File: config.mk
export PLATFORM = sky130hd
export DESIGN_NAME = decode_stage_flat
export DESIGN_NICKNAME = d
export VERILOG_FILES = /design/src/rtl/mips_pkg.sv /design/src/rtl/decode_stage_if.sv /design/src/rtl/decode_stage_reg_file.sv /design/src/rtl/decode_stage.sv /design/src/flat_wrapper.sv
export SDC_FILE = /design/constraint.sdc
export NUM_CORES = 2
export LEC_CHECK = 0
export BUFFER_PORTS_ARGS = -buffer_cell sky130_fd_sc_hd__buf_4
export CAP_MARGIN = 10
export CORE_MARGIN = 3
export CORE_UTILIZATION = 30
export DETAILED_ROUTE_END_ITERATION = 10
export GPL_TIMING_DRIVEN = 0
export SYNTH_ARGS = -nofsm -noshare
export SYNTH_HDL_FRONTEND = slang
export SYNTH_HIERARCHICAL = 1
export SYNTH_SLANG_ARGS = --single-unit
File: constraint.sdc
create_clock -name clk -period 99 [get_ports clk]
set_clock_uncertainty 0.15 [all_clocks]
set_input_delay 14.85 -clock clk [delete_from_list [all_inputs] [get_ports clk]]
set_output_delay 14.85 -clock clk [all_outputs]
set_load 0.03 [all_outputs]
File: src/rtl/mips_pkg.sv
// Shared MIPS decode definitions.
// Opcodes, functs and the decoded-instruction bundle.
package mips_pkg;

    localparam int ALU_CTRL_W = 12;

    typedef logic [ALU_CTRL_W-1:0] alu_ctrl_t;

    localparam logic [5:0] OP_RTYPE = 6'b000000;
    localparam logic [5:0] OP_ADDI  = 6'b001000;
    localparam logic [5:0] OP_ADDIU = 6'b001001;
    localparam logic [5:0] OP_SLTI  = 6'b001010;
    localparam logic [5:0] OP_ANDI  = 6'b001100;
    localparam logic [5:0] OP_ORI   = 6'b001101;
    localparam logic [5:0] OP_LUI   = 6'b001111;

    localparam logic [5:0] FN_ADD  = 6'b100000;
    localparam logic [5:0] FN_ADDU = 6'b100001;
    localparam logic [5:0] FN_SUB  = 6'b100010;
    localparam logic [5:0] FN_AND  = 6'b100100;
    localparam logic [5:0] FN_OR   = 6'b100101;
    localparam logic [5:0] FN_SLT  = 6'b101010;

    typedef enum logic [2:0] {
        SRC2_ZERO,
        SRC2_RT,
        SRC2_SEXT,
        SRC2_ZEXT,
        SRC2_LUI
    } src2_sel_e;

    typedef struct packed {
        alu_ctrl_t  control;
        src2_sel_e  src2_sel;
        logic [4:0] dest;
        logic       reads_rs;
        logic       reads_rt;
        logic       reg_write;
        logic       illegal;
    } dec_t;

    function automatic logic [31:0] onehot(input logic [4:0] a);
        return 32'h1 << a;
    endfunction

endpackage

File: src/rtl/decode_stage_if.sv
// Instruction-in / ALU-operands-out handshake bundle.
// master drives instructions and consumes operands.
interface decode_stage_if #(
    parameter int XLEN = 32
);
    import mips_pkg::*;

    logic            in_valid;
    logic            in_ready;
    logic [31:0]     in_instr;
    logic            out_valid;
    logic            out_ready;
    alu_ctrl_t       out_control;
    logic [XLEN-1:0] out_src1;
    logic [XLEN-1:0] out_src2;
    logic [4:0]      out_dest;
    logic            out_reg_write;
    logic            out_illegal;

    modport master (
        output in_valid, in_instr, out_ready,
        input  in_ready, out_valid, out_control,
        input  out_src1, out_src2, out_dest,
        input  out_reg_write, out_illegal
    );

    modport slave (
        input  in_valid, in_instr, out_ready,
        output in_ready, out_valid, out_control,
        output out_src1, out_src2, out_dest,
        output out_reg_write, out_illegal
    );

endinterface

File: src/rtl/decode_stage_reg_file.sv
// 2-read / 1-write register file, r0 hardwired to zero.
// Reads see a same-cycle write through a bypass.
module decode_stage_reg_file #(
    parameter int XLEN = 32,
    parameter int NREG = 32,
    localparam int AW = $clog2(NREG)
) (
    input  logic            clk,
    input  logic            rst,
    input  logic [AW-1:0]   raddr1,
    output logic [XLEN-1:0] rdata1,
    input  logic [AW-1:0]   raddr2,
    output logic [XLEN-1:0] rdata2,
    input  logic            we,
    input  logic [AW-1:0]   waddr,
    input  logic [XLEN-1:0] wdata
);

    logic [XLEN-1:0] mem [NREG];

    always_ff @(posedge clk or posedge rst) begin
        if (rst) begin
            for (int i = 0; i < NREG; i++) begin
                mem[i] <= '0;
            end
        end else if (we && waddr != '0) begin
            mem[waddr] <= wdata;
        end
    end

    assign rdata1 = (raddr1 == '0) ? '0 :
                    (we && waddr == raddr1) ? wdata :
                    mem[raddr1];

    assign rdata2 = (raddr2 == '0) ? '0 :
                    (we && waddr == raddr2) ? wdata :
                    mem[raddr2];

endmodule

File: src/rtl/decode_stage.sv
// MIPS decode stage: regfile read, operand build, RAW scoreboard.
// One-entry output register with valid/ready handshake.
module decode_stage
    import mips_pkg::*;
#(
    parameter int XLEN = 32,
    parameter int NREG = 32
) (
    input  logic            clk,
    input  logic            rst,
    decode_stage_if.slave   io,
    input  logic            wb_en,
    input  logic [4:0]      wb_addr,
    input  logic [XLEN-1:0] wb_data,
    input  logic            flush
);

    logic [5:0]      op;
    logic [5:0]      fn;
    logic [4:0]      rs;
    logic [4:0]      rt;
    logic [4:0]      rd;
    logic [15:0]     imm;
    logic            fn_ok;
    dec_t            dec;
    logic [XLEN-1:0] rs_val;
    logic [XLEN-1:0] rt_val;
    logic [XLEN-1:0] src1;
    logic [XLEN-1:0] src2;
    logic [31:0]     pending;
    logic [31:0]     eff_pending;
    logic [31:0]     set_mask;
    logic            stall;
    logic            accept;

    logic            valid_q;
    alu_ctrl_t       ctrl_q;
    logic [XLEN-1:0] src1_q;
    logic [XLEN-1:0] src2_q;
    logic [4:0]      dest_q;
    logic            rw_q;
    logic            ill_q;

    assign op  = io.in_instr[31:26];
    assign rs  = io.in_instr[25:21];
    assign rt  = io.in_instr[20:16];
    assign rd  = io.in_instr[15:11];
    assign imm = io.in_instr[15:0];
    assign fn  = io.in_instr[5:0];

    assign fn_ok = fn inside {FN_ADD, FN_ADDU, FN_SUB,
                              FN_AND, FN_OR, FN_SLT};

    always_comb begin
        dec = '0;
        unique case (1'b1)
            (op == OP_RTYPE) && fn_ok: begin
                dec.control  = {6'b0, fn};
                dec.src2_sel = SRC2_RT;
                dec.dest     = rd;
                dec.reads_rs = 1'b1;
                dec.reads_rt = 1'b1;
            end
            op == OP_ADDI,
            op == OP_ADDIU,
            op == OP_SLTI: begin
                dec.control  = {op, 6'b0};
                dec.src2_sel = SRC2_SEXT;
                dec.dest     = rt;
                dec.reads_rs = 1'b1;
            end
            op == OP_ANDI,
            op == OP_ORI: begin
                dec.control  = {op, 6'b0};
                dec.src2_sel = SRC2_ZEXT;
                dec.dest     = rt;
                dec.reads_rs = 1'b1;
            end
            op == OP_LUI: begin
                dec.control  = {op, 6'b0};
                dec.src2_sel = SRC2_LUI;
                dec.dest     = rt;
            end
            default: dec.illegal = 1'b1;
        endcase
        dec.reg_write = !dec.illegal && (dec.dest != 5'd0);
    end

    decode_stage_reg_file #(
        .XLEN(XLEN),
        .NREG(NREG)
    ) u_rf (
        .clk    (clk),
        .rst    (rst),
        .raddr1 (rs),
        .rdata1 (rs_val),
        .raddr2 (rt),
        .rdata2 (rt_val),
        .we     (wb_en),
        .waddr  (wb_addr),
        .wdata  (wb_data)
    );

    assign src1 = dec.reads_rs ? rs_val : '0;

    always_comb begin
        src2 = '0;
        unique case (dec.src2_sel)
            SRC2_RT:   src2 = rt_val;
            SRC2_SEXT: src2 = XLEN'({{16{imm[15]}}, imm});
            SRC2_ZEXT: src2 = XLEN'(imm);
            SRC2_LUI:  src2 = XLEN'({imm, 16'h0});
            default:   src2 = '0;
        endcase
    end

    // A retiring writeback unblocks its consumer in the same cycle.
    assign eff_pending = pending &
                         ~(wb_en ? onehot(wb_addr) : 32'h0);

    assign stall = io.in_valid &&
                   ((dec.reads_rs && eff_pending[rs]) ||
                    (dec.reads_rt && eff_pending[rt]));

    assign io.in_ready = !stall &&
                         (!valid_q || io.out_ready) &&
                         !flush;

    assign accept = io.in_valid && io.in_ready;

    assign set_mask = (accept && dec.reg_write) ?
                      onehot(dec.dest) : 32'h0;

    always_ff @(posedge clk or posedge rst) begin
        if (rst) begin
            pending <= '0;
            valid_q <= 1'b0;
            ctrl_q  <= '0;
            src1_q  <= '0;
            src2_q  <= '0;
            dest_q  <= '0;
            rw_q    <= 1'b0;
            ill_q   <= 1'b0;
        end else if (flush) begin
            pending <= '0;
            valid_q <= 1'b0;
        end else begin
            pending <= (eff_pending | set_mask) & ~32'h1;
            if (accept) begin
                valid_q <= 1'b1;
                ctrl_q  <= dec.control;
                src1_q  <= src1;
                src2_q  <= src2;
                dest_q  <= dec.illegal ? 5'd0 : dec.dest;
                rw_q    <= dec.reg_write;
                ill_q   <= dec.illegal;
            end else if (io.out_ready) begin
                valid_q <= 1'b0;
            end
        end
    end

    assign io.out_valid     = valid_q;
    assign io.out_control   = ctrl_q;
    assign io.out_src1      = src1_q;
    assign io.out_src2      = src2_q;
    assign io.out_dest      = dest_q;
    assign io.out_reg_write = rw_q;
    assign io.out_illegal   = ill_q;

endmodule

File: src/flat_wrapper.sv
// flat-port wrapper written by rule: the top's interface ports become plain ports
module decode_stage_flat import mips_pkg::*;
#(
    parameter int XLEN = 32,
    parameter int NREG = 32
)
  (clk, rst, wb_en, wb_addr, wb_data, flush, io_in_valid, io_in_instr, io_out_ready, io_in_ready, io_out_valid, io_out_control, io_out_src1, io_out_src2, io_out_dest, io_out_reg_write, io_out_illegal);
  decode_stage_if #(.XLEN(XLEN)) io_i ();
  input  logic clk;
  input  logic rst;
  input  logic wb_en;
  input  logic [4:0] wb_addr;
  input  logic [XLEN-1:0] wb_data;
  input  logic flush;
  input wire logic [$bits(io_i.in_valid)-1:0] io_in_valid;
  input wire logic [$bits(io_i.in_instr)-1:0] io_in_instr;
  input wire logic [$bits(io_i.out_ready)-1:0] io_out_ready;
  output wire logic [$bits(io_i.in_ready)-1:0] io_in_ready;
  output wire logic [$bits(io_i.out_valid)-1:0] io_out_valid;
  output wire logic [$bits(io_i.out_control)-1:0] io_out_control;
  output wire logic [$bits(io_i.out_src1)-1:0] io_out_src1;
  output wire logic [$bits(io_i.out_src2)-1:0] io_out_src2;
  output wire logic [$bits(io_i.out_dest)-1:0] io_out_dest;
  output wire logic [$bits(io_i.out_reg_write)-1:0] io_out_reg_write;
  output wire logic [$bits(io_i.out_illegal)-1:0] io_out_illegal;
  assign io_i.in_valid = io_in_valid;
  assign io_i.in_instr = io_in_instr;
  assign io_i.out_ready = io_out_ready;
  assign io_in_ready = io_i.in_ready;
  assign io_out_valid = io_i.out_valid;
  assign io_out_control = io_i.out_control;
  assign io_out_src1 = io_i.out_src1;
  assign io_out_src2 = io_i.out_src2;
  assign io_out_dest = io_i.out_dest;
  assign io_out_reg_write = io_i.out_reg_write;
  assign io_out_illegal = io_i.out_illegal;
  decode_stage #(.XLEN(XLEN), .NREG(NREG)) u_core (.clk(clk), .rst(rst), .io(io_i), .wb_en(wb_en), .wb_addr(wb_addr), .wb_data(wb_data), .flush(flush));
endmodule
==> summary.md <==
| Metric | Value |
|---|---|
| Number of global-route vias before repair | 43890 |
| Vias per std cell | 6.062 |
| Yosys warns | 6 |
| Final weighted congestion in routability-driven placement | 1.028 |
| DRT Wirelength | 263100 um |
| Count of mapped cells out of synthesis | 4322 |
| Hold depth | 1 |
| Net count of the mapped netlist | approximately 4400 |
| Wire length on met3 | 32720 um |
| Clock tree from TritonCTS | yes |
| Count of unique library cells instantiated by Yosys | 70 |
| Destination of the worst register-to-register timing path | u_core/io.out_src2[21] |
| Fraction of final layout cells with drive strength greater than 1 | 0.4183 |
| Capture endpoint of the worst hold path | u_core/u_rf/mem[994] |
| Fin area | 0.06991 mm^2 |
| Total standard cell area after synthesis | 0.06048 mm^2 |
| Synthesized area divided by synthesized cell count | ~14 um^2 |
| Sequential Area | approximately 0.029 mm^2 |
| Area occupied by multi-input gates | 0.02976 mm^2 |
| Count of cells resized by post-cts repair | 0 |
| Total net switching power | 0.4130 mW |
| Initial antenna violation count | 22 |
| Fraction of synthesized cell area taken by the top area cell type | 0.4712 |
| Maximum number of pins on one net before global-route repair | 132 |
| Share of synthesized registers carrying an async set or reset | 1.000 |
| Detail Route Antenna Nets | 0 |
| Top cells by instance count after synthesis | 1139 x sky130_fd_sc_hd__dfrtp_1, 1009 x sky130_fd_sc_hd__mux2_2, 419 x sky130_fd_sc_hd__mux4_2 |
| Number of DRC markers in iteration 0 | around 6400 |
| Setup total negative slack | 0 ns |
| CP delay by family, top | simple AND/OR/NAND/NOR gates |
| Max Slew Vio Count | 0 |
| Uppermost metal layer occupied by signal nets | met5 |
| Minimum setup slack among reg-to-reg paths | around 95 ns |
| Drt wl/cell | 35.51 um |
| Post-route fraction of the period consumed by the critical path | 0.3373 |
| Seq pwr share | 0.437 |
| Worst path required time | 84.00 ns |
| Initial cell density of the core | 0.3023 |
| Hold buffer count at CTS | 0 |
| Min-Delay Startpoint | u_core/u_rf/mem[994] |
| Global-route total usage across every layer | 0.2483 |
| Class of the most critical setup path | input pin to output port |
| Insertion delay to the later sink of the worst-skew pair | 0.79 ns |
| Fillers | 19470 |
| Vert. Die Dim | 455.0 um |
| Kind of end point of the critical path | output port |
| Worst stage delay on the critical path | 0.91 ns |
| Status | finished, final reports clean |
| Proportion of total power due to net switching | 0.2974 |
| Leak | 29.80 nW |
| Net total in the final layout | 4716 |
| Num ports | between 150 and 200 |
| Port-buffer cells | approximately 160 |
| Post-Place Cell Area | 0.06558 mm^2 |
| Launch point of the worst reg-to-reg path | u_core/pending[12] |
| Final hold vios | 0 |
| Normalized max-slew margin | 0.01255 |
| Detailed placement HPWL | 191800 um |
| Int Pwr | 0.9758 mW |
| Critical-path cell with the highest stage delay | sky130_fd_sc_hd__a2111oi_0 |
| Final number of setup-violating endpoints | 0 |
| Path depth of the worst reg2reg path | 9 |
| Area of the die | 0.2070 mm^2 |
| Std-Cell Rows | 164 |
| Most instantiated library cell after synthesis | sky130_fd_sc_hd__dfrtp_1 |
| Clock transition at the registers of the reported paths | 0.06 ns |
| Hold crit path type | flop to flop |
| Share of synthesized area occupied by flip-flops and latches | 0.4712 |
| Aggregate global routing overflow | 0 |
| Setup repair bufs after CTS | 0 |
| PD cells | 19.87 mW/mm^2 |
| Core Area | 0.2001 mm^2 |
| Die X | between 400 and 500 um |
| Post-route DRC | 0 |
| Global-route wire length before repair | 357900 um |
| Final core utilization | 0.3494 |
| Max rail drop VDD | roughly 0.018 mV |
| Min cycle time layout | 33.39 ns |
| Routed met2 length | 110200 um |
| Count of clock tree sinks | 1139 |
| Number of buffer and inverter instances along the worst setup path | 2 |
| CP Data Arrival Time | 18.39 ns |
| Cell types occupying the most area after synthesis | sky130_fd_sc_hd__dfrtp_1 47%, sky130_fd_sc_hd__mux2_2 19%, sky130_fd_sc_hd__mux4_2 16%, sky130_fd_sc_hd__mux2i_1 4.2%, sky130_fd_sc_hd__a22oi_1 1.9% |
| Startpoint class of the critical path | input pin |
| Unrepaired setup endpoints after global routing | no |
| Length of the first detailed-routing pass in iterations | 6 |
| Commonest register cell after synthesis | sky130_fd_sc_hd__dfrtp_1 |
| Proportion of power drawn by combinational gates | 0.216 |
| Number of enable-type register cells in the synthesized netlist | 0 |
| Post-synthesis to final-layout area growth | 15.58% |
| Cell at the root of the clock tree | sky130_fd_sc_hd__clkbuf_16 |
| Highest clock frequency the design can meet | ~0.03 GHz |
| Number of buffers inserted during clock tree synthesis | 120 |
| Cell taking the most area after synthesis | sky130_fd_sc_hd__dfrtp_1 |
| Count of state elements after synthesis | 1139 |
| Via count of the routed design | 44920 |
| Number of max-cap violations | 0 |
| Actual transition at the worst max-transition pin | approximately 1.5 ns |
| Detailed-route wire length on metal 1 | 100300 um |
| Share of power burned in the clock network | 0.347 |
| Clock H-tree levels | 3 |
| CTS Buffer Depth | 3 |
| Series of cell instances along the critical path | buf_4 > nor2_1 > nand3_1 > nand2_1 > nand4_1 > a2111oi_0 > nor3_1 > nand2_1 > a21boi_0 > buf_4 |
| Maximum fanout along the worst path | 10 |
| Total chip power | 1.389 mW |
==> sequential cells by signal, indices dropped and copies added (netlist names) <==
| name | count |
|---|---|
| u_core/u_rf/mem | 1024 |
| u_core/io.out_src1 | 32 |
| u_core/io.out_src2 | 32 |
| u_core/pending | 31 |
| u_core/io.out_control | 12 |
| u_core/io.out_dest | 5 |
| u_core/io.out_illegal | 1 |
| u_core/io.out_reg_write | 1 |
| u_core/io.out_valid | 1 |
==> how the worst max path moves through the flow <==
stage                         start                   end  slack (ns)  depth (start not counted)
detailed placement  io_in_instr[29]           io_in_ready       65.91                         10
floorplan                       rst    u_core/u_rf/mem[0]       55.18                          1
global route        io_in_instr[29]           io_in_ready       65.78                         10
finish              io_in_instr[31]           io_in_ready       65.61                         10
CTS                 io_in_instr[29]           io_in_ready       65.90                         10
global placement                rst  u_core/u_rf/mem[514]       43.25                          2
==> cells in the final DEF (no fill, tap or decap), types with 12 or more instances in the layout <==
cell,Yosys,routed
sky130_fd_sc_hd__dfrtp_1,1139,1139
sky130_fd_sc_hd__mux2_2,1009,1009
sky130_fd_sc_hd__mux4_2,419,419
sky130_fd_sc_hd__clkbuf_1,274,295
sky130_fd_sc_hd__mux2i_1,253,253
sky130_fd_sc_hd__buf_4,20,178
sky130_fd_sc_hd__a22oi_1,157,157
sky130_fd_sc_hd__nand2_1,137,137
sky130_fd_sc_hd__clkbuf_16,0,122
sky130_fd_sc_hd__a21oi_1,111,111
sky130_fd_sc_hd__buf_2,94,106
sky130_fd_sc_hd__o21ai_0,64,64
sky130_fd_sc_hd__buf_1,70,64
sky130_fd_sc_hd__o22ai_1,62,62
sky130_fd_sc_hd__a22o_1,61,61
sky130_fd_sc_hd__nor2_1,51,51
sky130_fd_sc_hd__inv_1,51,49
sky130_fd_sc_hd__nand3_1,38,38
sky130_fd_sc_hd__o221ai_1,37,37
sky130_fd_sc_hd__clkbuf_8,0,31
sky130_fd_sc_hd__mux2_1,31,31
sky130_fd_sc_hd__clkinv_2,0,24
sky130_fd_sc_hd__o211ai_1,24,24
sky130_fd_sc_hd__a211oi_1,19,19
sky130_fd_sc_hd__a221o_1,19,19
sky130_fd_sc_hd__buf_6,12,17
sky130_fd_sc_hd__nor2b_1,16,16
sky130_fd_sc_hd__a2111oi_0,18,15
sky130_fd_sc_hd__buf_16,0,15
sky130_fd_sc_hd__diode_2,0,13
sky130_fd_sc_hd__bufinv_16,0,12
sky130_fd_sc_hd__buf_8,0,12
==> area by class of cell <==
type                            count  area share
Antenna cell                       13   0.0004653
Buffer                            470     0.02948
Clock buffer                      178     0.05097
Clock inverter                     44    0.008322
Inverter                           51    0.002917
Multi-Input combinational cell   2662      0.4257
Sequential cell                  1139      0.4077
Tap cell                         2656     0.04754
Timing Repair Buffer              197     0.02688
==> layer usage <==
metal / global-route usage / vias up
met1: 0.3176 / 23860
met5: 0 / -
met4: 0.1560 / 10
li1: - / 17330
met3: 0.09092 / 699
met2: 0.3545 / 3020
==> power groups by stage <==
stage / Combinational, mW / Sequential, mW / Clock, mW
after floorplan: 0.196 / 0.596 / 0
after global placement: 0.283 / 0.609 / 0
after detailed placement: 0.291 / 0.612 / 0
after CTS: 0.292 / 0.604 / 0.488
after global routing: 0.309 / 0.615 / 0.507
final: 0.299 / 0.607 / 0.482
==> cell families (layout without fill, tap and decap cells) <==
family | count (synthesis) | in the layout | share of synthesized area
simple gates | 312 | 312 | 0.02468
buf+inv | 521 | 940 | 0.03701
other cells | 0 | 13 | 0
mux | 1712 | 1712 | 0.3915
xor+xnor | 11 | 11 | 0.001717
compound gates | 627 | 627 | 0.07383
flops | 1139 | 1139 | 0.4712
==> per-stage QoR <==
| stage | instances | hold WS [ns] | setup slack [ns] |
|---|---|---|---|
| 4_1_cts | 7387 | 0.3308 | 65.90 |
| 2_1_floorplan | 4322 | 0.2913 | 55.18 |
| 6_report | 7410 | 0.3265 | 65.61 |
| 5_1_grt | 7401 | 0.3514 | 65.78 |
| 3_3_place_gp | 7134 | 0.3040 | 43.25 |
| 3_5_place_dp | 7165 | 0.3147 | 65.91 |
Power figures use the tool's default switching activity.
